<file path="src/rtl/fb_pkg.sv">
// Framebuffer geometry, shared bus widths and the scanout/raster arbiter state encoding.
package fb_pkg;

    localparam int unsigned FB_WIDTH  = 640;
    localparam int unsigned FB_HEIGHT = 400;
    localparam int unsigned FB_PIXELS = FB_WIDTH * FB_HEIGHT;

    localparam int FB_ADDR_W = 18;
    localparam int FB_DATA_W = 64;

    typedef enum logic [1:0] {
        ST_RUN   = 2'd0,
        ST_DRAIN = 2'd1,
        ST_DONE  = 2'd2
    } arb_state_t;

    function automatic logic addr_in_range(input logic [31:0] addr);
        return addr < FB_PIXELS;
    endfunction

endpackage

</file>
<file path="src/rtl/fb_wr_fifo.sv">
// Synchronous write FIFO holding {addr,data} pixel writes; head entry is visible combinationally.
module fb_wr_fifo #(
    parameter int WIDTH = 82,
    parameter int DEPTH = 8
) (
    input  logic                         I_CLOCK,
    input  logic                         I_RESET,
    input  logic                         I_PUSH,
    input  logic [WIDTH-1:0]             I_PUSH_DATA,
    input  logic                         I_POP,
    output logic [WIDTH-1:0]             O_HEAD,
    output logic                         O_FULL,
    output logic                         O_EMPTY,
    output logic [$clog2(DEPTH):0]       O_COUNT
);

    localparam int PTR_W = $clog2(DEPTH);
    localparam int CNT_W = PTR_W + 1;

    logic [WIDTH-1:0] r_mem [DEPTH];
    logic [PTR_W-1:0] r_wr_ptr;
    logic [PTR_W-1:0] r_rd_ptr;
    logic [CNT_W-1:0] r_count;

    // Falling-edge clocking matches the rest of the raster pipeline.
    always_ff @(negedge I_CLOCK or posedge I_RESET) begin
        if (I_RESET) begin
            r_wr_ptr <= '0;
            r_rd_ptr <= '0;
            r_count  <= '0;
        end else begin
            if (I_PUSH) r_wr_ptr <= r_wr_ptr + PTR_W'(1);
            if (I_POP)  r_rd_ptr <= r_rd_ptr + PTR_W'(1);
            case ({I_PUSH, I_POP})
                2'b10:   r_count <= r_count + CNT_W'(1);
                2'b01:   r_count <= r_count - CNT_W'(1);
                default: r_count <= r_count;
            endcase
        end
    end

    always_ff @(negedge I_CLOCK) begin
        if (I_PUSH) r_mem[r_wr_ptr] <= I_PUSH_DATA;
    end

    assign O_HEAD  = r_mem[r_rd_ptr];
    assign O_FULL  = (r_count == CNT_W'(DEPTH));
    assign O_EMPTY = (r_count == '0);
    assign O_COUNT = r_count;

endmodule

</file>
<file path="src/rtl/fb_arbiter.sv">
// Single-port framebuffer SRAM arbiter: scanout reads vs buffered rasterizer writes,
// with bounded write starvation and a flush/drain handshake before buffer swaps.
//
// state    | meaning
// ST_RUN   | normal operation, write intake open
// ST_DRAIN | intake closed, waiting for FIFO empty and last write retired
// ST_DONE  | one-cycle flush-done pulse, then back to ST_RUN
module fb_arbiter
    import fb_pkg::*;
#(
    parameter int ADDR_WIDTH    = FB_ADDR_W,
    parameter int DATA_WIDTH    = FB_DATA_W,
    parameter int FIFO_DEPTH    = 8,
    parameter int MAX_RD_STREAK = 4
) (
    input  logic                  I_CLOCK,
    input  logic                  I_RESET,
    input  logic                  I_WR_VALID,
    input  logic [ADDR_WIDTH-1:0] I_WR_ADDR,
    input  logic [DATA_WIDTH-1:0] I_WR_DATA,
    output logic                  O_WR_READY,
    output logic                  O_FRAMESTALL,
    input  logic                  I_RD_REQ,
    input  logic [ADDR_WIDTH-1:0] I_RD_ADDR,
    output logic                  O_RD_GNT,
    output logic                  O_RD_VALID,
    output logic [DATA_WIDTH-1:0] O_RD_DATA,
    output logic                  O_MEM_EN,
    output logic                  O_MEM_WE,
    output logic [ADDR_WIDTH-1:0] O_MEM_ADDR,
    output logic [DATA_WIDTH-1:0] O_MEM_WDATA,
    input  logic [DATA_WIDTH-1:0] I_MEM_RDATA,
    input  logic                  I_FLUSH,
    output logic                  O_FLUSH_DONE,
    output logic [7:0]            O_DROP_CNT
);

    localparam int STREAK_W = $clog2(MAX_RD_STREAK + 1);
    localparam int CNT_W    = $clog2(FIFO_DEPTH) + 1;

    arb_state_t r_state;
    arb_state_t w_state_nxt;

    logic                  r_alive;
    logic [STREAK_W-1:0]   r_streak;
    logic [7:0]            r_drop_cnt;
    logic                  r_mem_en;
    logic                  r_mem_we;
    logic [ADDR_WIDTH-1:0] r_mem_addr;
    logic [DATA_WIDTH-1:0] r_mem_wdata;
    logic                  r_rd_p1;
    logic                  r_rd_valid;

    logic                  w_take;
    logic                  w_in_range;
    logic                  w_push;
    logic                  w_pop;
    logic                  w_rd_gnt;
    logic                  w_streak_max;
    logic                  w_fifo_full;
    logic                  w_fifo_empty;
    logic [CNT_W-1:0]      w_fifo_count;
    logic [ADDR_WIDTH-1:0] w_head_addr;
    logic [DATA_WIDTH-1:0] w_head_data;

    fb_wr_fifo #(
        .WIDTH (ADDR_WIDTH + DATA_WIDTH),
        .DEPTH (FIFO_DEPTH)
    ) u_wr_fifo (
        .I_CLOCK     (I_CLOCK),
        .I_RESET     (I_RESET),
        .I_PUSH      (w_push),
        .I_PUSH_DATA ({I_WR_ADDR, I_WR_DATA}),
        .I_POP       (w_pop),
        .O_HEAD      ({w_head_addr, w_head_data}),
        .O_FULL      (w_fifo_full),
        .O_EMPTY     (w_fifo_empty),
        .O_COUNT     (w_fifo_count)
    );

    // r_alive keeps ready and grant low until the first edge after reset release.
    assign O_WR_READY   = r_alive && !w_fifo_full && (r_state == ST_RUN);
    assign w_take       = I_WR_VALID && O_WR_READY;
    assign w_in_range   = addr_in_range(32'(I_WR_ADDR));
    assign w_push       = w_take && w_in_range;
    assign w_streak_max = (r_streak == STREAK_W'(MAX_RD_STREAK));
    assign w_rd_gnt     = r_alive && I_RD_REQ && !(!w_fifo_empty && w_streak_max);
    assign w_pop        = !w_rd_gnt && !w_fifo_empty;

    assign O_RD_GNT     = w_rd_gnt;
    assign O_FRAMESTALL = w_fifo_full;
    assign O_FLUSH_DONE = (r_state == ST_DONE);
    assign O_DROP_CNT   = r_drop_cnt;
    assign O_MEM_EN     = r_mem_en;
    assign O_MEM_WE     = r_mem_we;
    assign O_MEM_ADDR   = r_mem_addr;
    assign O_MEM_WDATA  = r_mem_wdata;
    assign O_RD_VALID   = r_rd_valid;
    assign O_RD_DATA    = r_rd_valid ? I_MEM_RDATA : '0;

    always_ff @(negedge I_CLOCK or posedge I_RESET) begin
        if (I_RESET) r_state <= ST_RUN;
        else         r_state <= w_state_nxt;
    end

    always_comb begin
        w_state_nxt = r_state;
        case (r_state)
            ST_RUN:   if (I_FLUSH) w_state_nxt = ST_DRAIN;
            ST_DRAIN: if ((w_fifo_count == '0) && !r_mem_we) w_state_nxt = ST_DONE;
            ST_DONE:  w_state_nxt = ST_RUN;
            default:  w_state_nxt = ST_RUN;
        endcase
    end

    always_ff @(negedge I_CLOCK or posedge I_RESET) begin
        if (I_RESET) begin
            r_alive     <= 1'b0;
            r_streak    <= '0;
            r_drop_cnt  <= '0;
            r_mem_en    <= 1'b0;
            r_mem_we    <= 1'b0;
            r_mem_addr  <= '0;
            r_mem_wdata <= '0;
            r_rd_p1     <= 1'b0;
            r_rd_valid  <= 1'b0;
        end else begin
            r_alive    <= 1'b1;
            r_mem_en   <= w_rd_gnt || w_pop;
            r_mem_we   <= w_pop;
            r_rd_p1    <= w_rd_gnt;
            r_rd_valid <= r_rd_p1;
            if (w_rd_gnt) begin
                r_mem_addr <= I_RD_ADDR;
            end else if (w_pop) begin
                r_mem_addr  <= w_head_addr;
                r_mem_wdata <= w_head_data;
            end
            // Streak only counts reads that overtook a waiting write.
            if (w_rd_gnt && !w_fifo_empty) r_streak <= r_streak + STREAK_W'(1);
            else                           r_streak <= '0;
            if (w_take && !w_in_range && (r_drop_cnt != 8'hFF))
                r_drop_cnt <= r_drop_cnt + 8'd1;
        end
    end

endmodule

</file>
<file path="config.mk">
export PLATFORM = sky130hd
export DESIGN_NAME = fb_arbiter
export DESIGN_NICKNAME = d
export VERILOG_FILES = /design/src/rtl/fb_pkg.sv /design/src/rtl/fb_wr_fifo.sv /design/src/rtl/fb_arbiter.sv
export SDC_FILE = /design/constraint.sdc
export NUM_CORES = 1
export LEC_CHECK = 0
export ABC_AREA = 1
export CAP_MARGIN = 20
export CORE_ASPECT_RATIO = 1.25
export CORE_MARGIN = 2
export CORE_UTILIZATION = 35
export CTS_BUF_LIST = sky130_fd_sc_hd__clkbuf_4
export CTS_CLUSTER_DIAMETER = 30
export DETAILED_ROUTE_END_ITERATION = 12
export SLEW_MARGIN = 25
export SYNTH_ARGS = -nofsm -noshare
export SYNTH_HDL_FRONTEND = slang
export SYNTH_SLANG_ARGS = --single-unit
</file>
<file path="constraint.sdc">
create_clock -name I_CLOCK -period 10.7 [get_ports I_CLOCK]
set_input_delay 2.14 -clock I_CLOCK [delete_from_list [all_inputs] [get_ports I_CLOCK]]
set_output_delay 2.14 -clock I_CLOCK [all_outputs]
set_load 0.01 [all_outputs]
</file>
# After elaboration in Yosys (flattened, before gate mapping)
# Memories as Yosys holds them, arrays and structs flattened.
# Index checks and enable logic that the tools add are counted.
op_classes:
  n_lt_le_gt_ge: 1
  n_reduce_logical: 25
  bitwise_logic: 1
  add_sub_neg: 6
  eq_ne: 9
  n_mux: 10
ops:
  columns: ["operator", "count"]
  rows:
  - ["64-bit two-way mux", 1]
  - ["18-bit two-way mux", 2]
  - ["18-bit less-than comparator (second input constant)", 1]
  - ["1-bit logical AND", 12]
  - ["3-bit by 1-bit adder with 3-bit output (second input constant)", 3]
  - ["8-bit by 1-bit adder with 8-bit output (second input constant)", 1]
  - ["8-bit != test (second input constant)", 1]
  - ["4-bit one-hot mux with 2 select lines", 1]
  - ["1-bit zero test", 6]
  - ["4-bit by 1-bit adder with 4-bit output (second input constant)", 1]
  - ["2-bit by 1-bit == test with 1-bit output (second input constant)", 2]
  - ["2-bit == test (second input constant)", 2]
  - ["4-bit == test (second input constant)", 1]
  - ["4-bit zero test", 1]
  - ["2-bit two-way mux", 2]
  - ["2-bit != test (second input constant)", 2]
  - ["2-bit one-hot mux with 2 select lines", 1]
  - ["2-bit AND reduction", 2]
  - ["2-bit nonzero test", 2]
  - ["4-bit by 1-bit subtractor with 4-bit output (second input constant)", 1]
  - ["3-bit == test (second input constant)", 1]
  - ["3-bit two-way mux", 1]
  - ["2-bit zero test", 1]
  - ["1-bit two-way mux", 2]
  - ["other kinds (2)", 2]
totals:
  in_bits: 169
  wordCells: 66
  register_bits: 110
  mem_count: 1
  output_inout_bits: 161
  ramBits: 656
mem_list:
  columns: ["memory", "words", "width", "rd", "rd_ports_with_merged_regs", "write_ports", "line", "text"]
  rows:
  - ["u_wr_fifo.r_mem", 8, 82, 1, 0, 1, "fb_wr_fifo.sv:20", "logic [WIDTH-1:0] r_mem [DEPTH];"]

# Logic depth before layout (Yosys ltp)
depth:
  ltp_word: 9
  mapped_depth: 15
  ltp_nobuf: 14

# Modules after synthesis
# From an unflattened synthesis, not the netlist that was laid out.
hier_totals:
  hier_cells: 2549
  hier_area_um2: 30560.6
modules_own_cells:
  columns: ["module", "cells_per_inst", "seq_area_each_um2", "area_per_inst_um2", "n_inst"]
  rows:
  - ["fb_wr_fifo", 1928, 19949.1, 25836.0, 1]
  - ["fb_arbiter", 621, 2502.4, 4724.5, 1]

==> report_table.html <==
<table>
<tr><th>Metric</th><th>Value</th></tr>
<tr><th colspan="2">Finish</th></tr>
<tr><td>Layout filler cell count</td><td>8271</td></tr>
<tr><td>Multi-input logic area</td><td>6800 um2</td></tr>
<tr><td>Final layout net count</td><td>3915</td></tr>
<tr><td>Share of final-layout standard cells stronger than drive strength 1</td><td>9.35%</td></tr>
<tr><td>Sequential cell area</td><td>22500 um2</td></tr>
<tr><td>Synth-to-layout area growth</td><td>31.4%</td></tr>
<tr><td>Share of the core filled with cells</td><td>46.3%</td></tr>
<tr><th colspan="2">Synth</th></tr>
<tr><td>Post-synthesis cell area</td><td>31100 um2</td></tr>
<tr><td>Number of enable-type register cells in the synthesized netlist</td><td>about 660</td></tr>
<tr><td>Top flip-flop cell by instance count after synthesis</td><td>edfxtp_1</td></tr>
<tr><td>Async set-or-reset flop fraction in the synthesized netlist</td><td>between 10 and 15%</td></tr>
<tr><td>Area share of the largest cell type after synthesis</td><td>63.4%</td></tr>
<tr><td>Synth Instances</td><td>2648</td></tr>
<tr><td>Sequential fraction of the synthesis area</td><td>between 70% and 80%</td></tr>
<tr><td>Avg Cell Area, Syn</td><td>11.7 um2</td></tr>
<tr><td>Synth warn</td><td>0</td></tr>
<tr><td>Post-synthesis register bit count</td><td>~770</td></tr>
<tr><td>Synth Net Count</td><td>2825</td></tr>
<tr><td>Count of unique library cells instantiated by Yosys</td><td>33</td></tr>
<tr><td>Library cell with the largest summed area after synthesis</td><td>edfxtp_1</td></tr>
<tr><td>Area contributors post-synth</td><td>edfxtp_1 (63%), dfrtn_1 (8.9%), nand2_1 (5.3%)</td></tr>
<tr><th colspan="2">Floorplanning</th></tr>
<tr><td>Die height</td><td>337 um</td></tr>
<tr><td>Placeable core region</td><td>a little under 90000 um2</td></tr>
<tr><td>Core Rows</td><td>122</td></tr>
<tr><td>Die ar.</td><td>91200 um2</td></tr>
<tr><td>Overall die width</td><td>271 um</td></tr>
<tr><td>Number of ports placed on the die boundary</td><td>330</td></tr>
<tr><td>Initial Util</td><td>roughly a third</td></tr>
<tr><th colspan="2">Setup path</th></tr>
<tr><td>Launching instance or port of the critical path</td><td>r_streak[0]</td></tr>
<tr><td>Critical path capture point</td><td>O_RD_GNT</td></tr>
<tr><td>Worst reg2reg path depth</td><td>8</td></tr>
<tr><td>Required time at the endpoint of the critical path</td><td>8.56 ns</td></tr>
<tr><td>Category of the worst setup path capture point</td><td>primary output</td></tr>
<tr><td>R2r endpoint</td><td>O_MEM_WDATA[49]</td></tr>
<tr><td>Maximum fanout encountered on the critical timing path</td><td>28</td></tr>
<tr><td>Worst reg2reg path startpoint</td><td>u_wr_fifo.r_rd_ptr[0]</td></tr>
<tr><td>Category of the worst setup path launch point</td><td>register</td></tr>
<tr><td>Class of the most critical setup path</td><td>reg2out</td></tr>
<tr><td>Worst setup slack for register-to-register paths</td><td>7.53 ns</td></tr>
<tr><td>Arrival time worst endpoint</td><td>8.19 ns</td></tr>
<tr><th colspan="2">Power</th></tr>
<tr><td>Sw Share</td><td>38.8%</td></tr>
<tr><td>Maximum resistive drop on vdd</td><td>0.260 mV</td></tr>
<tr><td>Standby leakage power</td><td>approximately 18 nW</td></tr>
<tr><td>Power density relative to cell area</td><td>around 240 nW/um2</td></tr>
<tr><td>Cell internal power dissipation</td><td>6.10 mW</td></tr>
<tr><td>Relative contribution of combinational cells to total power</td><td>28.9%</td></tr>
<tr><td>Share of power burned in the clock network</td><td>between 30% and 40%</td></tr>
<tr><td>Sequential fraction of design power</td><td>37.2%</td></tr>
<tr><td>Reported net switching power</td><td>3.87 mW</td></tr>
<tr><th colspan="2">Timing</th></tr>
<tr><td>Final setup violation count</td><td>0</td></tr>
<tr><td>Max-slew headroom at the worst pin</td><td>between 20% and 30%</td></tr>
<tr><td>Final worst-path setup slack</td><td>0.375 ns</td></tr>
<tr><td>Unrepaired setup endpoints after global routing</td><td>no</td></tr>
<tr><td>Setup skew after layout</td><td>0.104 ns</td></tr>
<tr><td>Transition at the pin with the smallest max-transition slack</td><td>1.09 ns</td></tr>
<tr><td>Max Transition Viols Final</td><td>0</td></tr>
<tr><td>Hold Violations, Final</td><td>0</td></tr>
<tr><th colspan="2">Placed design</th></tr>
<tr><td>Placer's final routability congestion estimate</td><td>0.753</td></tr>
<tr><td>Pre-CTS WS</td><td>0.364 ns</td></tr>
<tr><td>Count of port buffers added during placement</td><td>329</td></tr>
<tr><td>Half-perimeter wire length after detailed placement</td><td>50600 um</td></tr>
<tr><th colspan="2">Clock network</th></tr>
<tr><td>Num CTS Buffers</td><td>197</td></tr>
<tr><td>Setup Fix Bufs, Post-CTS</td><td>0</td></tr>
<tr><td>Clock tree root buffer cell</td><td>clkbuf_4</td></tr>
<tr><td>Total clock sinks</td><td>766</td></tr>
<tr><td>Clock latency on the worst-skew pair</td><td>0.96 ns</td></tr>
<tr><td>Post-CTS Hold Fix Bufs</td><td>0</td></tr>
<tr><td>TritonCTS clock tree</td><td>yes</td></tr>
<tr><td>H-tree depth</td><td>4</td></tr>
<tr><td>Maximum clock path buffer count</td><td>3</td></tr>
<tr><td>Post-cts gate resize count</td><td>0</td></tr>
<tr><td>Clock transition at the registers of the reported paths</td><td>0.05 ns</td></tr>
<tr><th colspan="2">Routing</th></tr>
<tr><td>Via count</td><td>23800</td></tr>
<tr><td>Highest layer used for signal routing</td><td>met5</td></tr>
<tr><td>Number of routed nets with antenna violations</td><td>0</td></tr>
<tr><td>Met3 Wirelength</td><td>5800 um</td></tr>
<tr><td>Aggregate routed wire length</td><td>around 87000 um</td></tr>
<tr><td>Drt pass-1 iters</td><td>8</td></tr>
<tr><td>Routed metal-1 wire length</td><td>34200 um</td></tr>
<tr><td>Iter 0 DRT Violations</td><td>about 1400</td></tr>
<tr><td>Wire length per cell after detailed routing</td><td>17.1 um</td></tr>
<tr><td>Remaining DRCs</td><td>0</td></tr>
<tr><td>Wire length on met2</td><td>45200 um</td></tr>
<tr><td>Ratio of routed vias to standard cells</td><td>4.70</td></tr>
<tr><th colspan="2">Job</th></tr>
<tr><td># Max-Cap Violations</td><td>0</td></tr>
<tr><th colspan="2">Global route</th></tr>
<tr><td>Total grt overflow</td><td>0</td></tr>
<tr><td>Global-route total usage across every layer</td><td>18.8%</td></tr>
<tr><td>Initial antenna violation count</td><td>10</td></tr>
<tr><td>Global-route wire length before repair</td><td>about 130000 um</td></tr>
<tr><td>Maximum number of pins on one net before global-route repair</td><td>262</td></tr>
<tr><td>Number of global-route vias before repair</td><td>24900</td></tr>
<tr><th colspan="2">Hold path</th></tr>
<tr><td>Path type of the worst min-delay path</td><td>reg2reg</td></tr>
<tr><th colspan="2">Run status</th></tr>
<tr><td>Result of the run</td><td>finished clean</td></tr>
</table>
==> state kept, by name (all words and copies together) (netlist names) <==
name / flops
O_MEM_EN: 1
u_wr_fifo.r_rd_ptr: 3
r_streak: 3
u_wr_fifo.O_COUNT: 4
O_RD_VALID: 1
O_MEM_WE: 1
u_wr_fifo.r_wr_ptr: 3
O_DROP_CNT: 8
r_alive: 1
u_wr_fifo.r_mem: 656
O_MEM_WDATA: 64
r_rd_p1: 1
r_state: 2
O_MEM_ADDR: 18
==> cells in the mapped netlist, types with 23 or more instances <==
library cell / count
clkbuf_1: 68
dfrtn_1: 110
o211ai_1: 65
inv_1: 277
a21oi_1: 138
o21ai_0: 229
nand2_1: 436
nand3_1: 280
buf_6: 23
nor2_1: 222
buf_2: 45
edfxtp_1: 656
o21ai_1: 31
==> power groups by stage <==
stage	Sequential (mW)	Combinational [mW]	Clock, mW
global placement	3.76	2.86	0.363
finish	3.71	2.89	3.38
detailed placement	3.75	2.89	0.363
floorplan	3.77	1.76	0.363
CTS	3.72	2.91	3.49
global route	3.73	3.21	3.83
==> per-layer routing <==
| metal | track usage (%) | up-vias |
|---|---|---|
| met5 | 0 | - |
| met4 | 9.67 | 12 |
| met3 | 5.97 | 142 |
| met2 | 33.0 | 814 |
| met1 | 20.4 | 11400 |
| li1 | - | 11400 |
==> through the flow <==
| step | cell area [um2] | instances | hold slack, ns | power, mW | setup TNS (ns) |
|---|---|---|---|---|---|
| 2_1_floorplan | 31100 | 2648 | 0.292 | 5.90 | -757.54 |
| 3_3_place_gp | 35900 | 4059 | 0.295 | 6.98 | 0 |
| 3_5_place_dp | 35900 | 4060 | 0.296 | 7.01 | 0 |
| 4_1_cts | 40800 | 5069 | 0.296 | 10.1 | 0 |
| 5_1_grt | 40800 | 5073 | 0.300 | 10.8 | 0 |
| 6_report | 40800 | 5074 | 0.296 | 9.98 | 0 |
==> worst min path at each step <==
stage                     slack, ns     from  cells past startpoint         end
after CTS                      0.30  r_rd_p1                      0  O_RD_VALID
final                          0.30  r_rd_p1                      0  O_RD_VALID
after detailed placement       0.30  r_rd_p1                      0  O_RD_VALID
after global placement         0.29  r_rd_p1                      0  O_RD_VALID
after global routing           0.30  r_rd_p1                      0  O_RD_VALID
after floorplan                0.29  r_rd_p1                      0  O_RD_VALID
==> layout by cell type (no fill, tap or decap), drive strengths merged <==
cell,n
inv,1005
edfxtp,656
nand2,441
clkdlybuf4s50,329
nand3,280
o21ai,260
nor2,225
clkbuf,223
a21oi,138
dfrtn,110
o211ai,65
buf,62
clkinv,39
clkinvlp,15
or2,10
ha,8
bufinv,8
xor2,7
nor3,4
diode,3
xnor2,3
nand3b,2
a31oi,1
nand4,1
conb,1
==> critical path, stage by stage, from the launching register on <==
cell and delay, ns:
dfrtn_1 0.43, inv_1 0.05, ha_1 0.18, nand2_1 0.06, inv_1 0.08, nand2_8 0.14
nand2_4 0.07, buf_4 0.25, inv_1 0.13, clkdlybuf4s50_1 0.58
==> layout make-up <==
type                    instances  area share (%)
flip-flops and latches        766            55.0
multi-input cells            1446            16.7
repair buffers                391            10.1
clock inverters               787            7.91
clock buffers                 223            4.10
well taps                    1178            3.61
inverters                     280            2.61
diodes                          3          0.0184
==> cells by family (layout without fill, tap and decap cells) <==
logic type,Yosys count,count (layout),share of synthesized area [%]
adders and majority gates,8,8,0.322
other,1,4,0.0121
AOI/OAI and AO/OA,464,464,8.00
and+or+nand+nor,963,963,13.1
xor gates and xnor gates,10,10,0.282
DFF,766,766,72.2
buffers and inverters,436,1681,6.09
Note: power is estimated with default switching activity, not from simulation.
